<file path="src/rtl/cnu_msg_gen.sv">
// Check-node message generator: captures one check node's min/min2/min_idx/sign state and
// emits its D check-to-variable messages serially, through a two-entry (active/pending) buffer.
module cnu_msg_gen #(
    parameter int unsigned data_w = 8,
    parameter int unsigned idx_w  = 8,
    parameter int unsigned D      = 5,
    parameter int unsigned OFFSET = 1
) (
    input  logic              clk,
    input  logic              rst,
    input  logic              in_valid,
    output logic              in_ready,
    input  logic [data_w-1:0] min,
    input  logic [data_w-1:0] min2,
    input  logic [idx_w-1:0]  min_idx,
    input  logic [D-1:0]      in_sgn,
    output logic              out_valid,
    input  logic              out_ready,
    output logic              out_sgn,
    output logic [data_w-1:0] out_mag,
    output logic [idx_w-1:0]  out_idx,
    output logic              out_last
);

    localparam logic [idx_w-1:0]  LastIdx = idx_w'(D - 1);
    localparam logic [data_w-1:0] Offset  = data_w'(OFFSET);

    logic              a_full_q, a_full_d, p_full_q, p_full_d;
    logic [idx_w-1:0]  cnt_q, cnt_d;
    logic [data_w-1:0] a_min_q, a_min_d, a_min2_q, a_min2_d, p_min_q, p_min_d, p_min2_q, p_min2_d;
    logic [idx_w-1:0]  a_idx_q, a_idx_d, p_idx_q, p_idx_d;
    logic [D-1:0]      a_sgn_q, a_sgn_d, p_sgn_q, p_sgn_d;
    logic              a_par_q, a_par_d, p_par_q, p_par_d;

    logic              in_fire, out_fire, last_fire;
    logic [data_w-1:0] sel;
    logic [D-1:0]      sgn_shift;

    assign in_ready  = !p_full_q;
    assign in_fire   = in_valid && in_ready;
    assign out_fire  = a_full_q && out_ready;
    assign last_fire = out_fire && (cnt_q == LastIdx);

    always_ff @(posedge clk or negedge rst) begin
        if (!rst) begin
            a_full_q <= 1'b0;
            p_full_q <= 1'b0;
            cnt_q    <= '0;
            a_min_q  <= '0;
            a_min2_q <= '0;
            a_idx_q  <= '0;
            a_sgn_q  <= '0;
            a_par_q  <= 1'b0;
            p_min_q  <= '0;
            p_min2_q <= '0;
            p_idx_q  <= '0;
            p_sgn_q  <= '0;
            p_par_q  <= 1'b0;
        end else begin
            a_full_q <= a_full_d;
            p_full_q <= p_full_d;
            cnt_q    <= cnt_d;
            a_min_q  <= a_min_d;
            a_min2_q <= a_min2_d;
            a_idx_q  <= a_idx_d;
            a_sgn_q  <= a_sgn_d;
            a_par_q  <= a_par_d;
            p_min_q  <= p_min_d;
            p_min2_q <= p_min2_d;
            p_idx_q  <= p_idx_d;
            p_sgn_q  <= p_sgn_d;
            p_par_q  <= p_par_d;
        end
    end

    always_comb begin
        a_full_d = a_full_q;
        p_full_d = p_full_q;
        cnt_d    = cnt_q;
        a_min_d  = a_min_q;
        a_min2_d = a_min2_q;
        a_idx_d  = a_idx_q;
        a_sgn_d  = a_sgn_q;
        a_par_d  = a_par_q;
        p_min_d  = p_min_q;
        p_min2_d = p_min2_q;
        p_idx_d  = p_idx_q;
        p_sgn_d  = p_sgn_q;
        p_par_d  = p_par_q;

        if (last_fire) begin
            cnt_d = '0;
            if (p_full_q) begin
                // in_ready was low, so no input can collide with the P-to-A move
                a_min_d  = p_min_q;
                a_min2_d = p_min2_q;
                a_idx_d  = p_idx_q;
                a_sgn_d  = p_sgn_q;
                a_par_d  = p_par_q;
                p_full_d = 1'b0;
            end else if (in_fire) begin
                a_min_d  = min;
                a_min2_d = min2;
                a_idx_d  = min_idx;
                a_sgn_d  = in_sgn;
                a_par_d  = ^in_sgn;
            end else begin
                a_full_d = 1'b0;
            end
        end else begin
            if (out_fire) begin
                cnt_d = cnt_q + 1'b1;
            end
            if (in_fire) begin
                if (!a_full_q) begin
                    a_full_d = 1'b1;
                    cnt_d    = '0;
                    a_min_d  = min;
                    a_min2_d = min2;
                    a_idx_d  = min_idx;
                    a_sgn_d  = in_sgn;
                    a_par_d  = ^in_sgn;
                end else begin
                    p_full_d = 1'b1;
                    p_min_d  = min;
                    p_min2_d = min2;
                    p_idx_d  = min_idx;
                    p_sgn_d  = in_sgn;
                    p_par_d  = ^in_sgn;
                end
            end
        end
    end

    // Outputs depend only on registered A state, so they hold while stalled.
    always_comb begin
        sel       = (cnt_q == a_idx_q) ? a_min2_q : a_min_q;
        sgn_shift = a_sgn_q >> cnt_q;
        out_valid = a_full_q;
        out_mag   = (sel > Offset) ? sel - Offset : '0;
        out_sgn   = a_par_q ^ sgn_shift[0];
        out_idx   = cnt_q;
        out_last  = (cnt_q == LastIdx);
    end

endmodule

</file>
<file path="config.mk">
export PLATFORM = sky130hd
export DESIGN_NAME = cnu_msg_gen
export DESIGN_NICKNAME = d
export VERILOG_FILES = /design/src/rtl/cnu_msg_gen.sv
export SDC_FILE = /design/constraint.sdc
export NUM_CORES = 1
export LEC_CHECK = 0
export CAP_MARGIN = 10
export CORE_MARGIN = 5
export CORE_UTILIZATION = 49
export DETAILED_ROUTE_END_ITERATION = 7
export HOLD_SLACK_MARGIN = 0.06
export PLACE_DENSITY = 0.76
export SLEW_MARGIN = 10
export SYNTH_ARGS = -nofsm -noshare
export SYNTH_HDL_FRONTEND = slang
export SYNTH_SLANG_ARGS = --single-unit
</file>
<file path="constraint.sdc">
create_clock -name clk -period 2.3 [get_ports clk]
set_clock_uncertainty 0.05 [all_clocks]
set_input_delay 0.23 -clock clk [delete_from_list [all_inputs] [get_ports clk]]
set_output_delay 0.23 -clock clk [all_outputs]
set_load 0.03 [all_outputs]
</file>
==> flow_summary.yaml, run 1 <==
die:
  core_area_sq_um: 7330
  die_h_um: 97.0
  rows: 31
  die_area_sq_um: 9420
  ios: 53
  die_x_um: 97.0
  start_util: 0.506
logic_synthesis:
  ys_types: 39
  synth_ff_type: "dfrtp_1"
  synthTopCellsByArea: "dfrtp_1, mux2_2, mux2_1"
  ys_seq_area_frac: 0.472
  synth_commonest_cells: "mux2_2, dfrtp_1, nor2_1"
  synth_top_area_frac: 0.472
  ys_ff_latch: 70
  synth_edf_count: 0
  synth_area_leader_cell: "dfrtp_1"
  postSynthAreaPerCell_sq_um: 12.4
  syn_nets: 335
  yosysMostFrequentCell: "mux2_2"
  synthCells: 299
  syn_area_sq_um: 3710
  synth-async-reset-ratio: 1.00
  synth_warnings: 0
sta:
  fin_crit_ps: 2530
  final_max_slew_viol_count: 0
  fin_setup_tns_ps: -1100
  max-slew-margin-rel: 0.643
  fin_hold_ws_ps: 348
  setup_violations: 8
  finalHoldViolCount: 0
  fmax_mhz: 395
  worst_slew_pin_slew_ps: 536
  rsz0062_at_grt: "true"
  worst_slack_ps: -233
  period_share: 1.10
status:
  status: "finished, violations left"
  violations: "negative setup slack"
detailed_routing:
  vias: 2632
  wire_per_inst_um: 17.5
  drc_errors: 0
  postRouteAntennaNets: 0
  dr.pass1.iters: 4
  first_iter_violations: 106
  viasPerCell: 5.31
  wirelength_um: 8680
power:
  seq_power_share: 0.344
  peakVddDrop_v: 0.000502
  power_density_nw_per_um2: 1270
  p_sw_mw: 2.30
  intPower_mw: 4.12
  comb_power_share: 0.488
  pwr-share-clk: 0.168
  leakagePower_nw: 2.15
  p_sw_frac: 0.358
critical_path:
  crit_fanout: 5
  arrival_ps: 2250
  cp.required_ps: 2020
  crit_path_end_kind: "output pin"
  startpoint_type: "flop"
  worstSetupPathType: "reg -> out"
clock_network:
  cts_max_level: 3
  cts.sink_count: 70
  cts_buffers: 9
  cts_tree: "done"
  clk_pin_slew_worst_paths_ps: 80
  clkLatencyLatePin_ps: 340
  clk_path_buf_depth: 2
  cts-root-buf: "clkbuf_8"
global_routing:
  overflow: 0
  grt_pass1_wl_um: 13700
  grt_use_total: 0.179
  grt_max_degree: 51
  antenna_found_initial: 0
  grt_pass1_vias: 2721
final_layout:
  antennaDiodeCount: 0
  final_nets: 428
  layout-drive-gt1-share: 0.456
  areaGrowthSynthToFinish_pct: 36.1
placed_design:
  dp_hpwl_um: 5680
  port_buffers: 52
  place_congestion: 0.875
hold_path:
  hp-class: "in -> async"
job:
  drv_cap: 0
[what timing repair did]
item                                   CTS  global route
pin swaps                                4             5
gates resized for setup                 35             6
setup endpoints to repair                9            39
endpoints found under the hold margin   20             0
setup buffers                            1             2
hold buffers                             1             0
gates cloned                             0             4
[per-layer routing]
metal / wire length (um) / vias up / GRT usage
li1: - / 1271 / -
met1: 3990 / 1306 / 0.240
met2: 4300 / 45 / 0.287
met3: 261 / 10 / 0.0324
met4: 131 / 0 / 0.0713
met5: 0 / - / 0
[critical path, stage by stage (launching register included)]
cell     delay (ps)
dfrtp_1         430
or4_1           560
buf_4           180
o31ai_1         220
a21oi_1         100
mux2_4          290
buf_6           140
[layout make-up]
cell class / instances / area, sq um
sequential: 70 / 1760
clock buffer: 12 / 145
fill: 515 / 2280
multi-input combinational: 211 / 1990
clock inverter: 4 / 70.1
tap: 99 / 124
timing repair buffer: 97 / 955
inverter: 3 / 13.8
[power groups by stage]
stage / logic [mW] / registers (mW) / clock network (mW)
floorplan: 1.89 / 2.23 / 0
global placement: 2.95 / 2.17 / 0
detailed placement: 2.99 / 2.21 / 0
CTS: 3.09 / 2.20 / 1.10
global route: 3.36 / 2.29 / 1.15
finish: 3.13 / 2.21 / 1.08
[layout by cell type, fill, tap and decap left out, types with 5 or more instances in the layout]
master            n
mux2_4            9
xnor2_1          11
o21ai_0           8
buf_4            35
mux2_1           10
dfrtp_1          67
xor2_1           10
clkdlybuf4s50_1  41
mux2_2           79
nand4_1           7
nand2_1           9
clkbuf_8         10
nor2_1           18
buf_2             5
buf_6             6
[flip-flops by register name, summed over array words and instances, names as in the netlist]
signal and cells:
a_par_q 1, a_min_q 8, a_min2_q 8, a_idx_q 8, a_sgn_q 5, p_sgn_q 5, p_par_q 1, p_min_q 8
p_idx_q 8, p_full_q 1, out_valid 1, p_min2_q 8, out_idx 8
[through the flow]
| step | area [sq um] | utilization | worst slack [ps] | power, mW | instances |
|---|---|---|---|---|---|
| floorplan | 3810 | - | -31.4 | 4.12 | 299 |
| global placement | 4670 | 0.637 | -133 | 5.12 | 472 |
| detailed placement | 4670 | 0.637 | -152 | 5.20 | 472 |
| CTS | 4940 | 0.674 | -235 | 6.39 | 490 |
| global route | 5050 | 0.689 | -310 | 6.81 | 496 |
| finish | 5050 | 0.689 | -233 | 6.42 | 496 |
[kinds of logic (layout without fill, tap and decap cells)]
group / count (synthesis) / after routing / share of synthesized area
muxes: 100 / 100 / 0.306
DFF: 70 / 70 / 0.472
and+or+nand+nor: 65 / 65 / 0.100
xor gates and xnor gates: 22 / 22 / 0.0556
AOI/OAI and AO/OA: 21 / 21 / 0.0320
buffers and inverters: 18 / 116 / 0.0243
adders and majority gates: 3 / 3 / 0.0101
[path summary, 6_finish.rpt]
| check | start | end | slack, ps | cells past startpoint |
|---|---|---|---|---|
| worst max-delay path | a_min_q[2]$_DFFE_PN0P_ | out_mag[6] | -230 | 6 |
| min in group clk | p_idx_q[1]$_DFFE_PN0P_ | p_idx_q[1]$_DFFE_PN0P_ | 460 | 1 |
| worst min register to register | p_idx_q[1]$_DFFE_PN0P_ | p_idx_q[1]$_DFFE_PN0P_ | 460 | 1 |
| worst max register to register | out_idx[1]$_DFF_PN0_ | a_idx_q[3]$_DFFE_PN0P_ | 70 | 9 |
| worst min-delay path | rst | out_valid$_DFFE_PN0P_ | 350 | 2 |
| max in group asynchronous | rst | p_sgn_q[3]$_DFFE_PN0P_ | 1200 | 3 |
Note: power is estimated with default switching activity, not from simulation.
==> run 2: changes to the inputs <==
--- a/config.mk
+++ b/config.mk
@@ -5,8 +5,7 @@
 export SDC_FILE = /design/constraint.sdc
 export NUM_CORES = 1
 export LEC_CHECK = 0
-export CAP_MARGIN = 10
-export CORE_MARGIN = 5
+export CAP_MARGIN = 20
 export CORE_UTILIZATION = 49
 export DETAILED_ROUTE_END_ITERATION = 7
 export HOLD_SLACK_MARGIN = 0.06
==> flow_summary.yaml, run 2 (synthesis gave the netlist of run 1 again) <==
critical_path:
  startpoint: "a_min2_q[2]$_DFFE_PN0P_"
  timing.rr.end: "a_min_q[3]$_DFFE_PN0P_"
  crit_path_end_kind: "output pin"
  r2r_start: "out_idx[0]$_DFF_PN0_"
  reg2regPathDepth: 9
  startpoint_type: "flop"
  rrSetupSlack_ps: 10
  cp.required_ps: 2020
  arrival_ps: 2250
  cp-endpoint: "out_mag[4]"
  worstSetupPathType: "reg -> out"
  crit_fanout: 4
clock_network:
  cts_max_level: 3
  cts.sink_count: 70
  clk_pin_slew_worst_paths_ps: 70
  clkLatencyLatePin_ps: 340
  cts_tree: "done"
  cts_buffers: 9
  cts-root-buf: "clkbuf_8"
  clk_path_buf_depth: 2
sta:
  max-slew-margin-rel: 0.611
  period_share: 1.10
  rsz0062_at_grt: "true"
  finalHoldViolCount: 0
  final_max_slew_viol_count: 0
  setup_violations: 8
  worst_slew_pin_slew_ps: 583
  fmax_mhz: 396
  worst_slack_ps: -228
  fin_crit_ps: 2530
  fin_setup_tns_ps: -748
placed_design:
  post-place-ws_ps: -158
  dp_hpwl_um: 5650
  place_congestion: 0.855
  port_buffers: 52
hold_path:
  hp-class: "in -> async"
final_layout:
  final_common_cell: "dfrtp_1"
  areaGrowthSynthToFinish_pct: 42.0
  final_nets: 441
  fillCellCount: 498
  mostFrequentLayoutCells: "dfrtp_1, mux2_2, buf_4, clkdlybuf4s50_1, mux2_4"
  multi_input_area_sq_um: 2130
  regArea_sq_um: 1750
  layout-drive-gt1-share: 0.495
  antennaDiodeCount: 0
global_routing:
  grt_pass1_vias: 2709
  antenna_found_initial: 0
  top_usage_layer: "met2"
  grt_use_total: 0.223
  met1_usage: 0.307
  gr-usage-met3: 0.0332
  grt_max_degree: 31
  grt_pass1_wl_um: 13200
  overflow: 0
  use_met2: 0.367
detailed_routing:
  viasPerCell: 5.44
  vias: 2771
  postRouteAntennaNets: 0
  first_iter_violations: 102
  wire_per_inst_um: 18.3
  dr.pass1.iters: 4
  wirelength_um: 9300
  drc_errors: 0
status:
  violations: "negative setup slack"
  status: "finished, violations left"
power:
  p_sw_frac: 0.373
  leakagePower_nw: 2.28
  comb_power_share: 0.554
  p_sw_mw: 2.56
  power_density_nw_per_um2: 1300
  peakVddDrop_v: 0.000637
  intPower_mw: 4.31
  seq_power_share: 0.322
  pwr-share-clk: 0.125
die:
  core_area_sq_um: 7290
  die_area_sq_um: 7930
  die_x_um: 89.0
  ios: 53
  start_util: 0.509
  die_h_um: 89.0
  rows: 31
job:
  drv_cap: 0
-- run 2: changes by cell type in the layout (fill, tap and decap cells not counted), moves of 4 or more --
cell / previous run / this run
mux2_2: 79 / 60
mux2_4: 9 / 28
buf_4: 35 / 46
buf_6: 6 / 12
buf_2: 5 / 1
-- run 2: layout make-up --
cell class,instances,share of cell area
Multi-Input combinational cell,211,0.404
Clock inverter,4,0.00427
Timing Repair Buffer,110,0.206
Tap cell,99,0.0235
Inverter,3,0.00261
Sequential cell,70,0.333
Clock buffer,12,0.0275
-- run 2: per-layer routing --
layer	routed length, um	vias to the layer above	part of all wire
met4	274	0	0.029
met3	265	19	0.028
met2	4650	55	0.50
met1	4110	1400	0.44
li1	-	1297	-
met5	0	-	0
-- run 2: how the worst min path moves through the flow --
stage / end / slack [ps]
finish: p_min2_q[4]$_DFFE_PN0P_ / 370
global route: p_min2_q[0]$_DFFE_PN0P_ / 430
floorplan: a_idx_q[0]$_DFFE_PN0P_ / -120
global placement: p_min2_q[0]$_DFFE_PN0P_ / 200
CTS: a_min2_q[0]$_DFFE_PN0P_ / 390
detailed placement: a_min2_q[0]$_DFFE_PN0P_ / 220
-- run 2: repair_timing --
item / in CTS / in global routing
hold buffers: 1 / 0
pin swaps: 6 / 5
setup buffers: 4 / 10
gates resized for setup: 63 / 21
gates cloned: 0 / 4
endpoints found under the setup margin: 10 / 39
hold endpoints to repair: 24 / 0
-- run 2: stage by stage --
stage / instance area (sq um) / hold WS, ps / utilization / power (mW) / std cells
3_3_place_gp: 4680 / 200 / 0.642 / 5.13 / 475
3_5_place_dp: 4680 / 216 / 0.642 / 5.23 / 475
4_1_cts: 5020 / 391 / 0.688 / 6.49 / 495
5_1_grt: 5270 / 430 / 0.723 / 7.23 / 509
2_1_floorplan: 3810 / -116 / - / 4.12 / 299
6_report: 5270 / 375 / 0.723 / 6.87 / 509
-- run 2: power by group through the flow --
| stage | logic (mW) | clock network (mW) | registers [mW] |
|---|---|---|---|
| floorplan | 1.89 | 0 | 2.23 |
| global placement | 2.95 | 0 | 2.17 |
| global route | 4.02 | 0.931 | 2.28 |
| finish | 3.80 | 0.858 | 2.21 |
| CTS | 3.41 | 0.877 | 2.20 |
| detailed placement | 3.02 | 0 | 2.21 |
-- run 2: worst max-delay path: stages, from the launching register on --
cell and delay [ps]:
dfrtp_1 380, or4_4 570, buf_4 170, or2_2 280
o21ai_2 180, mux2_4 200, buf_6 130
==> run 3: changes to the inputs <==
--- a/config.mk
+++ b/config.mk
@@ -8,6 +8,7 @@
 export CAP_MARGIN = 20
 export CORE_UTILIZATION = 49
 export DETAILED_ROUTE_END_ITERATION = 7
+export GPL_TIMING_DRIVEN = 0
 export HOLD_SLACK_MARGIN = 0.06
 export PLACE_DENSITY = 0.76
 export SLEW_MARGIN = 10
==> flow_summary.yaml, run 3 (synthesis gave the netlist of run 1 again) <==
status:
  status: "finished, violations left"
  violations: "negative setup slack"
critical_path:
  critical-path-slowest-cell: "or4_4"
  cp_top_family: "simple AND/OR/NAND/NOR gates"
  critPathMostFrequentCell: "or4_4"
  critPathMaxStageDelay_ps: 570
  path_cells: "or4_4, or4_4, a21oi_1, mux2_2, buf_6"
  arrival_ps: 2260
  critPathBufInv: 1
  cp.required_ps: 2020
  startpoint_type: "flop"
  crit_path_end_kind: "output pin"
  worstSetupPathType: "reg -> out"
  crit_fanout: 5
sta:
  fmax_mhz: 393
  final_max_slew_viol_count: 0
  fin_hold_ws_ps: 209
  setup_violations: 10
  fin_crit_ps: 2540
  max-slew-margin-rel: 0.631
  worst_slew_pin_slew_ps: 550
  worst_slack_ps: -245
  finalHoldViolCount: 0
  rsz0062_at_grt: "true"
  period_share: 1.11
global_routing:
  overflow: 0
  grt_use_total: 0.226
  grt_pass1_wl_um: 13100
  antenna_found_initial: 0
  grt_max_degree: 58
  grt_pass1_vias: 2666
final_layout:
  final_nets: 434
  areaGrowthSynthToFinish_pct: 41.8
  antennaDiodeCount: 0
  layout-drive-gt1-share: 0.494
  final_common_cell: "dfrtp_1"
  fin_util: 0.722
  mostFrequentLayoutCells: "dfrtp_1, mux2_2, clkdlybuf4s50_1, buf_4, mux2_4"
  fillCellCount: 523
detailed_routing:
  viasPerCell: 5.49
  first_iter_violations: 124
  vias: 2756
  postRouteAntennaNets: 0
  wirelength_um: 9020
  dr.pass1.iters: 4
  drc_errors: 0
  wire_per_inst_um: 18.0
clock_network:
  cts_max_level: 3
  cts_buffers: 9
  cts_tree: "done"
  clk_path_buf_depth: 2
  clk_pin_slew_worst_paths_ps: 80
  cts.sink_count: 70
  cts-root-buf: "clkbuf_8"
  clkLatencyLatePin_ps: 360
power:
  leakagePower_nw: 2.25
  peakVddDrop_v: 0.000797
  power_density_nw_per_um2: 1320
  power_mw: 6.95
placed_design:
  port_buffers: 52
  place_congestion: 0.813
  dp_hpwl_um: 5480
die:
  core_area_sq_um: 7290
  rows: 31
  ios: 53
  die_h_um: 89.0
  die_area_sq_um: 7930
  start_util: 0.509
  die_x_um: 89.0
job:
  drv_cap: 0
hold_path:
  hp-class: "in -> async"
==> run 3: stage by stage <==
step | setup slack (ps) | instance area [sq um] | setup TNS [ps] | std cells
2_1_floorplan | -31.4 | 3810 | -753 | 299
3_3_place_gp | -1690 | 4460 | -107810 | 450
3_5_place_dp | -491 | 4480 | -8520 | 451
4_1_cts | -191 | 5030 | -1140 | 493
5_1_grt | -269 | 5260 | -3540 | 502
6_report | -245 | 5260 | -1110 | 502
==> run 3: worst reg2reg max path, delay by kind of cell, from the launching register on <==
family                   cells  cell delay, ps
buffers and inverters        4             560
flip-flops                   1             420
AND/OR/NAND/NOR              2             390
adder cells (fa/ha/maj)      2             310
multiplexers                 1             300
AO/OA/AOI/OAI                1             160
==> run 3: final cells by class <==
cell class	instances	area, sq um	area share
Buffer	11	123	0.0233
Clock buffer	10	138	0.0261
Clock inverter	6	85.1	0.0162
Inverter	3	16.3	0.00309
Multi-Input combinational cell	211	2130	0.405
Sequential cell	70	1760	0.334
Tap cell	99	124	0.0235
Timing Repair Buffer	92	885	0.168
==> run 3: what timing repair did <==
action                     CTS  global route
hold buffers                 1             0
setup buffers               27             8
cloned                       2             1
hold endpoints to repair    70             0
setup endpoints to repair   40            70
pin swaps                   11             6
gates resized for setup     97            45
==> run 3: power breakdown <==
group	internal, mW	switching, mW	total [mW]
registers	1.81	0.491	2.30
clock network	0.636	0.483	1.12
logic	1.98	1.56	3.54
==> run 3: final timing paths <==
kind                                              start                      end  slack (ps)  cells past startpoint
worst min-delay path                                rst   p_sgn_q[3]$_DFFE_PN0P_         210                      2
worst max-delay path            a_min2_q[2]$_DFFE_PN0P_               out_mag[6]        -240                      5
max in group asynchronous                           rst   a_min_q[1]$_DFFE_PN0P_        1430                      3
min in group clk                p_min2_q[6]$_DFFE_PN0P_  p_min2_q[6]$_DFFE_PN0P_         450                      1
worst max register to register     out_idx[0]$_DFF_PN0_   a_min_q[7]$_DFFE_PN0P_         -10                     10
worst min register to register  p_min2_q[6]$_DFFE_PN0P_  p_min2_q[6]$_DFFE_PN0P_         450                      1
==> run 3: metal layers <==
| layer | part of all wire | track usage |
|---|---|---|
| met1 | 0.45 | 0.303 |
| met2 | 0.49 | 0.365 |
| met3 | 0.035 | 0.0425 |
| met4 | 0.025 | 0.0924 |
| met5 | 0 | 0 |
